### config.mk
export PLATFORM = sky130hd
export DESIGN_NAME = cpu_control_sequencer
export DESIGN_NICKNAME = d
export VERILOG_FILES = /design/src/rtl/cpu_pkg.sv /design/src/rtl/cpu_instr_decode.sv /design/src/rtl/cpu_control_sequencer.sv
export SDC_FILE = /design/constraint.sdc
export NUM_CORES = 1
export LEC_CHECK = 0
export ABC_CLOCK_PERIOD_IN_PS = 3800
export BUFFER_PORTS_ARGS = -buffer_cell sky130_fd_sc_hd__buf_4
export CAP_MARGIN = 30
export CORE_UTILIZATION = 40
export DETAILED_ROUTE_END_ITERATION = 10
export GPL_TIMING_DRIVEN = 0
export PLACE_DENSITY = 0.78
export SKIP_CTS_REPAIR_TIMING = 1
export SLEW_MARGIN = 20
export SYNTH_ARGS = -nofsm -noshare
export SYNTH_HDL_FRONTEND = slang
export SYNTH_SLANG_ARGS = --single-unit
### constraint.sdc
create_clock -name clk -period 3.8 [get_ports clk]
set_clock_uncertainty 0.1 [all_clocks]
set_input_delay 0.38 -clock clk [delete_from_list [all_inputs] [get_ports clk]]
set_output_delay 0.38 -clock clk [all_outputs]
set_load 0.1 [all_outputs]
### src/rtl/cpu_pkg.sv
// Shared definitions for the multi-cycle CPU control sequencer:
// state codes, opcodes, instruction field positions and decode bundle.
package cpu_pkg;

    typedef enum logic [2:0] {
        ST_FETCH     = 3'b000,
        ST_DECODE    = 3'b001,
        ST_EXECUTE   = 3'b010,
        ST_MEMORY    = 3'b011,
        ST_WRITEBACK = 3'b100,
        ST_HALTED    = 3'b111
    } state_e;

    localparam logic [3:0] OP_LOAD   = 4'h8;
    localparam logic [3:0] OP_STORE  = 4'h9;
    localparam logic [3:0] OP_BRANCH = 4'hA;
    localparam logic [3:0] OP_HALT   = 4'hF;

    localparam int OP_MSB  = 15;
    localparam int OP_LSB  = 12;
    localparam int RD_MSB  = 11;
    localparam int RD_LSB  = 9;
    localparam int RS1_MSB = 8;
    localparam int RS1_LSB = 6;
    localparam int RS2_MSB = 5;
    localparam int RS2_LSB = 3;

    localparam int MEM_TIMEOUT_DEF = 255;

    typedef struct packed {
        logic is_alu;
        logic is_load;
        logic is_store;
        logic is_branch;
        logic is_halt;
        logic writes_rd;
    } dec_t;

endpackage

### src/rtl/cpu_instr_decode.sv
// Opcode classifier: maps the IR opcode field to instruction class flags.
// Unlisted opcodes decode to all-zero, i.e. a NOP.
module cpu_instr_decode
    import cpu_pkg::*;
(
    input  logic [3:0] op_i,
    output dec_t       dec_o
);

    always_comb begin
        dec_o = '0;
        unique case (1'b1)
            !op_i[3]: begin
                dec_o.is_alu    = 1'b1;
                dec_o.writes_rd = 1'b1;
            end
            (op_i == OP_LOAD): begin
                dec_o.is_load   = 1'b1;
                dec_o.writes_rd = 1'b1;
            end
            (op_i == OP_STORE):  dec_o.is_store  = 1'b1;
            (op_i == OP_BRANCH): dec_o.is_branch = 1'b1;
            (op_i == OP_HALT):   dec_o.is_halt   = 1'b1;
            default: ;
        endcase
    end

endmodule

### src/rtl/cpu_control_sequencer.sv
// Multi-cycle control FSM, instruction register and memory wait watchdog.
// Optional macro CPU_RETIRE_COUNT_EN adds the retired_count output.
module cpu_control_sequencer
    import cpu_pkg::*;
#(
    parameter int DATA_WIDTH     = 16,
    parameter int REG_ADDR_WIDTH = 3,
    parameter int MEM_TIMEOUT    = MEM_TIMEOUT_DEF
) (
    input  logic                      clk,
    input  logic                      reset_n,
    input  logic [DATA_WIDTH-1:0]     instr,
    input  logic                      mem_ready,
    input  logic                      branch_taken,
    input  logic                      halt_req,
    output logic [2:0]                state,
    output logic [DATA_WIDTH-1:0]     ir,
    output logic [REG_ADDR_WIDTH-1:0] rf_read_address_1,
    output logic [REG_ADDR_WIDTH-1:0] rf_read_address_2,
    output logic [REG_ADDR_WIDTH-1:0] rf_write_address,
    output logic                      rf_write,
    output logic                      mem_read,
    output logic                      mem_write,
    output logic                      pc_inc,
    output logic                      pc_load,
    output logic                      fault
`ifdef CPU_RETIRE_COUNT_EN
    ,
    output logic [31:0]               retired_count
`endif
);

    localparam int CW = $clog2(MEM_TIMEOUT + 1);
    localparam logic [CW-1:0] LIMIT = CW'(MEM_TIMEOUT - 1);

    state_e                state_q, state_d;
    logic [DATA_WIDTH-1:0] ir_q, ir_d;
    logic [CW-1:0]         cnt_q, cnt_d;
    logic                  fault_q, fault_d;
    logic                  waiting;
    logic                  take_br;
    logic [DATA_WIDTH-1:0] ir_vis;
    dec_t                  dec;

    cpu_instr_decode u_dec (
        .op_i  (ir_q[OP_MSB:OP_LSB]),
        .dec_o (dec)
    );

    always_ff @(posedge clk or negedge reset_n) begin
        if (!reset_n) begin
            state_q <= ST_FETCH;
            ir_q    <= '0;
            cnt_q   <= '0;
            fault_q <= 1'b0;
        end else begin
            state_q <= state_d;
            ir_q    <= ir_d;
            cnt_q   <= cnt_d;
            fault_q <= fault_d;
        end
    end

    always_comb begin
        state_d   = state_q;
        ir_d      = ir_q;
        cnt_d     = '0;
        fault_d   = fault_q;
        waiting   = 1'b0;
        take_br   = 1'b0;
        mem_read  = 1'b0;
        mem_write = 1'b0;
        rf_write  = 1'b0;
        pc_inc    = 1'b0;
        pc_load   = 1'b0;
        case (state_q)
            ST_FETCH: begin
                mem_read = 1'b1;
                if (mem_ready) begin
                    ir_d    = instr;
                    state_d = ST_DECODE;
                end else begin
                    waiting = 1'b1;
                end
            end
            ST_DECODE: state_d = ST_EXECUTE;
            ST_EXECUTE: begin
                if (dec.is_load || dec.is_store)
                    state_d = ST_MEMORY;
                else if (dec.is_halt)
                    state_d = ST_HALTED;
                else
                    state_d = ST_WRITEBACK;
            end
            ST_MEMORY: begin
                mem_read  = dec.is_load;
                mem_write = dec.is_store;
                if (mem_ready)
                    state_d = ST_WRITEBACK;
                else
                    waiting = 1'b1;
            end
            ST_WRITEBACK: begin
                take_br  = dec.is_branch & branch_taken;
                rf_write = dec.writes_rd;
                pc_load  = take_br;
                pc_inc   = ~take_br;
                state_d  = halt_req ? ST_HALTED : ST_FETCH;
            end
            ST_HALTED: ;
            default: state_d = ST_FETCH;
        endcase
        // mem_ready on the limit cycle takes the normal path above
        if (waiting) begin
            if (cnt_q == LIMIT) begin
                fault_d = 1'b1;
                state_d = ST_HALTED;
            end else begin
                cnt_d = cnt_q + CW'(1);
            end
        end
    end

    assign ir_vis = (state_q == ST_HALTED) ? '0 : ir_q;

    assign state             = state_q;
    assign ir                = ir_vis;
    assign rf_read_address_1 = ir_vis[RS1_MSB:RS1_LSB];
    assign rf_read_address_2 = ir_vis[RS2_MSB:RS2_LSB];
    assign rf_write_address  = ir_vis[RD_MSB:RD_LSB];
    assign fault             = fault_q;

`ifdef CPU_RETIRE_COUNT_EN
    logic [31:0] ret_q;

    always_ff @(posedge clk or negedge reset_n) begin
        if (!reset_n)
            ret_q <= '0;
        else if (state_q == ST_WRITEBACK)
            ret_q <= ret_q + 32'd1;
    end

    assign retired_count = ret_q;
`endif

endmodule

### Word level (Yosys, flattened, before mapping)

Index checks and enable logic that the tools add are counted.

* register bits: 28
* input bits: 21
* output and inout port bits: 34
* word-level logic and storage cells: 47

* add/subtract/negate cells: 1
* eq/ne operators: 10
* muxes and demuxes: 23
* bitwise gates (word level): 2
* reductions and logical operators: 7

Operators by type and width (number)
* 3-bit two-way mux: 6
* 3-bit case mux with 6 select lines: 1
* 4-bit == test, second input constant: 4
* 16-bit two-way mux: 1
* 8-bit two-way mux: 2
* 1-bit two-way mux: 11
* 8-bit by 1-bit adder with 8-bit output, second input constant: 1
* 8-bit == test, second input constant: 1
* 3-bit by 2-bit == test with 1-bit output, second input constant: 2
* 3-bit == test, second input constant: 2
* 2-bit AND reduction: 2
* 2-bit OR reduction: 2
* 3-bit by 1-bit == test with 1-bit output, second input constant: 1
* 3-bit logical NOT: 1
* 2-bit two-way mux: 1
* 1-bit case mux with 2 select lines: 1
* 1-bit bitwise AND: 1
* 1-bit logical NOT: 1
* 1-bit logical OR: 1
* 1-bit inverter: 1

### Depth between registers and ports, before layout

* depth after elaboration: 7
* mapped depth: 6
* gate-level depth less buffers: 5

### Modules after synthesis

A second synthesis with hierarchy kept.

* cells, all modules: 140
* area, all modules: 1514.0 µm²

Modules (own cells, without submodules)
* cpu_control_sequencer: instances 1, cells each 134, area each 1458.9 µm², sequential area each 700.7 µm²
* cpu_instr_decode: instances 1, cells each 6, area each 55.1 µm², sequential area each 0.0 µm²

### Worst setup path after synthesis

Ideal clock, no wire load.

* path type: reg2out
* start: reg state_q[0] (netlist: state[0])
* end: out mem_write
* arrival: 4.105 ns
* data required time: 3.320 ns
* slack: -0.785 ns
* cell stages (with the launch flop): 4
* path buffers: 1
* path through: dfrtp_1 -> clkbuf_2 -> nand2_1 -> nor4_1

* word-level cells in the longest chain between the ends: 2

RTL lines
* from (decl): line cpu_control_sequencer.sv:36 `state_e state_q, state_d;`
* from (signal assigned): line cpu_control_sequencer.sv:57 `state_q <= state_d;`
* 3-bit by 2-bit == test with 1-bit output: line cpu_control_sequencer.sv:76 `case (state_q)`
* 1-bit two-way mux: line cpu_control_sequencer.sv:76
* to (decl): line cpu_control_sequencer.sv:23 `output logic mem_write,`

Every way passes these cells.

### Worst setup path after layout

* start: reg state_q[0] (netlist: state[0])
* end: out rf_read_address_2[2]

* word-level cells in the longest chain between the ends: 2

RTL lines
* 3-bit == test: line cpu_control_sequencer.sv:124 `assign ir_vis = (state_q == ST_HALTED) ? '0 : ir_q;`
* 16-bit two-way mux: line cpu_control_sequencer.sv:124
* to (decl): line cpu_control_sequencer.sv:19 `output logic [REG_ADDR_WIDTH-1:0] rf_read_address_2,`

Every way passes these cells.

==> key figures <==
Status
  – Status: completed

Floorplanning
  – Core area: 0.00347 mm^2
  – Initial Util: 43.4%
  – Die width: 63.4 um
  – Die Y: roughly 63 um
  – Die area: 0.00402 mm^2
  – # rows: 21
  – Io pins: 55

Clocking
  – Root buffer cell: clkbuf_8
  – CTS sink cnt: 28
  – CTS max path bufs: 2
  – CTS buffer count: 3
  – CTS tree: yes
  – Clk pin slew, worst setup/hold paths: 0.10 ns
  – CTS H-tree depth: 1
  – Worst-Skew Late Latency: 0.27 ns

STA
  – Setup TNS: 0 ns
  – Worst-Margin Slew: 0.624 ns
  – Max Transition Viols Final: 0
  – Final hold vios: 0
  – Final number of setup-violating endpoints: 0
  – WHS: 0.232 ns
  – RSZ-0062 raised after global routing: no
  – Peak Freq: roughly 370 MHz
  – Period utilization: 70.8%
  – Slew headroom: roughly three fifths
  – Post-layout min period: 2.69 ns

Routing
  – WL per Instance: 14.2 um
  – DRC errors left: 0
  – Post-Route WL: 3.43 mm
  – Initial DRC Count: 48
  – DRT Pass-1 Iters: 4
  – Via Count: 1199
  – Antenna-violating nets left: 0
  – Vias per inst: 4.98

Yosys
  – Cell area after synthesis: 0.00151 mm^2
  – Syn nets: 159
  – Netlist cell types: 35
  – Post-synth EDFFs: 0
  – YS warnings: 0
  – Synthesized flop and latch total: 28
  – Syn Inst Count: 136
  – Register area share after synthesis: 46.5%
  – Top cells by area, synth: dfrtp_1, mux2_4, and2_1, mux2_2, buf_4
  – Top cell type's share of synthesized area: 46.5%
  – FFs w/ async S/R, synth: 100%
  – Avg Inst Size Synth: roughly 11 um^2
  – Cell taking the most area after synthesis: dfrtp_1
  – Synth Flop Type: dfrtp_1

Final layout
  – Area delta synth->final: 36.5%
  – Util after Layout: about three fifths
  – Inserted Diodes: 0
  – Final nets: 219
  – Design Area, Final: 0.00206 mm^2
  – Layout cells sized above 1: 45.6%

Global route
  – Number of global-route vias before repair: 1309
  – First-pass GRT wire length: 5.91 mm
  – Total gr overflow: 0
  – Gr usage total: about a fifth
  – Initial antenna violation count: 0
  – Pin count of the biggest net entering global routing: 29

Min path
  – Hold depth: 2
  – Min-Delay Path Class: primary input to flip-flop
  – Hold_sp: instr[13]
  – Min-Delay Endpoint: ir_q[13]$_DFFE_PN0P_

Setup path
  – Setup CP Type: flip-flop to output port
  – Reg-to-Reg Start: state[0]$_DFF_PN0_
  – Critical-path maximum fanout: 10
  – RR Endpoint: ir_q[6]$_DFFE_PN0P_
  – Slowest stage cell, crit path: dfrtp_1
  – Worst EP required: 3.32 ns
  – CP Capture Type: output port
  – Crit path cell chain: clkbuf_2 -> and2_1 -> nand2_1 -> clkbuf_1 -> and2_1 -> buf_4 -> buf_4
  – Critical path launch point type: flip-flop
  – R2r setup slk: 1.85 ns
  – CP peak stage delay: 0.42 ns
  – Critical Path AT: 2.21 ns
  – Worst r2r path cells: 4

Placement
  – Placed Area: between 0.0015 and 0.002 mm^2
  – Port Buffer Count: 54
  – RD Place Congestion: between 0.8 and 0.9
  – Post-DP HPWL: 2.49 mm

Run
  – Max-Cap Viols: 0
[cells in the mapped netlist (2+ instances only)]
cell type / instances
mux2_4: 9
nor3_1: 2
inv_1: 3
xor2_1: 5
dfrtp_1: 28
nand2b_1: 4
and2_1: 17
a21o_1: 2
nand3_1: 5
clkbuf_1: 2
o311ai_0: 2
buf_4: 9
ha_1: 2
mux2_2: 7
nand2_1: 6
nor2_1: 12
a21oi_1: 2
and4_1: 2
[critical path: cells and delay by family (launching register included)]
kind          cells  cell delay [ns]
buf+inv           4             0.87
simple gates      3             0.63
flops             1             0.42
[layout make-up]
type | count | area (um^2)
Inverter | 3 | 11.3
Fill cell | 305 | 1410
Clock inverter | 1 | 30.0
Timing Repair Buffer | 55 | 415
Multi-Input combinational cell | 90 | 689
Buffer | 15 | 111
Clock buffer | 3 | 41.3
Sequential cell | 28 | 701
Tap cell | 46 | 57.6
[flip-flops by register name (all words and copies together) (netlist names)]
register	count
cnt_q	8
fault	1
ir_q	16
state	3
[cells in the final DEF (no fill, tap or decap), types with 2 or more instances in the layout]
cell	Yosys	layout
buf_4	9	63
dfrtp_1	28	28
and2_1	17	17
nor2_1	12	12
mux2_4	9	9
mux2_2	7	7
nand2_1	6	6
nand3_1	5	5
xor2_1	5	5
nand2b_1	4	4
inv_1	3	3
clkbuf_8	0	3
clkbuf_1	2	2
nor3_1	2	2
a21oi_1	2	2
and4_1	2	2
a21o_1	2	2
o311ai_0	2	2
ha_1	2	2
[cell families after synthesis]
group                      count (synthesis)  synth area share [%]
AOI/OAI and AO/OA                         10                  4.65
and+or+nand+nor                           56                  21.3
xor gates and xnor gates                   6                  3.49
buffers and inverters                     18                  8.14
adders and majority gates                  2                  1.66
muxes                                     16                  14.2
DFF                                       28                  46.5
[routing by layer]
| layer | vias up | track usage [%] | part of all wire [%] |
|---|---|---|---|
| li1 | 568 | - | - |
| met1 | 577 | 20.2 | 41 |
| met2 | 50 | 35.4 | 52 |
| met3 | 4 | 3.62 | 5.9 |
| met4 | 0 | 6.82 | 0.79 |
| met5 | - | 0 | 0 |
[stage by stage]
stage / worst slack [ns] / std cells
after CTS: 1.11 / 240
after detailed placement: 1.43 / 236
after global placement: 1.48 / 236
after floorplan: 0.389 / 136
final: 1.11 / 241
after global routing: 1.01 / 241
[how the worst max path moves through the flow]
stage | startpoint | endpoint | cells past startpoint
after floorplan | state[0]$_DFF_PN0_ | mem_write | 3
after global placement | state[0]$_DFF_PN0_ | rf_read_address_2[2] | 7
after detailed placement | state[0]$_DFF_PN0_ | rf_read_address_2[2] | 7
after CTS | state[0]$_DFF_PN0_ | rf_read_address_2[2] | 7
after global routing | state[0]$_DFF_PN0_ | rf_write_address[0] | 7
final | state[0]$_DFF_PN0_ | rf_read_address_2[2] | 7
Power is not shown: default switching activity piles up to over one toggle a cycle in this logic, so the estimate is an artifact.
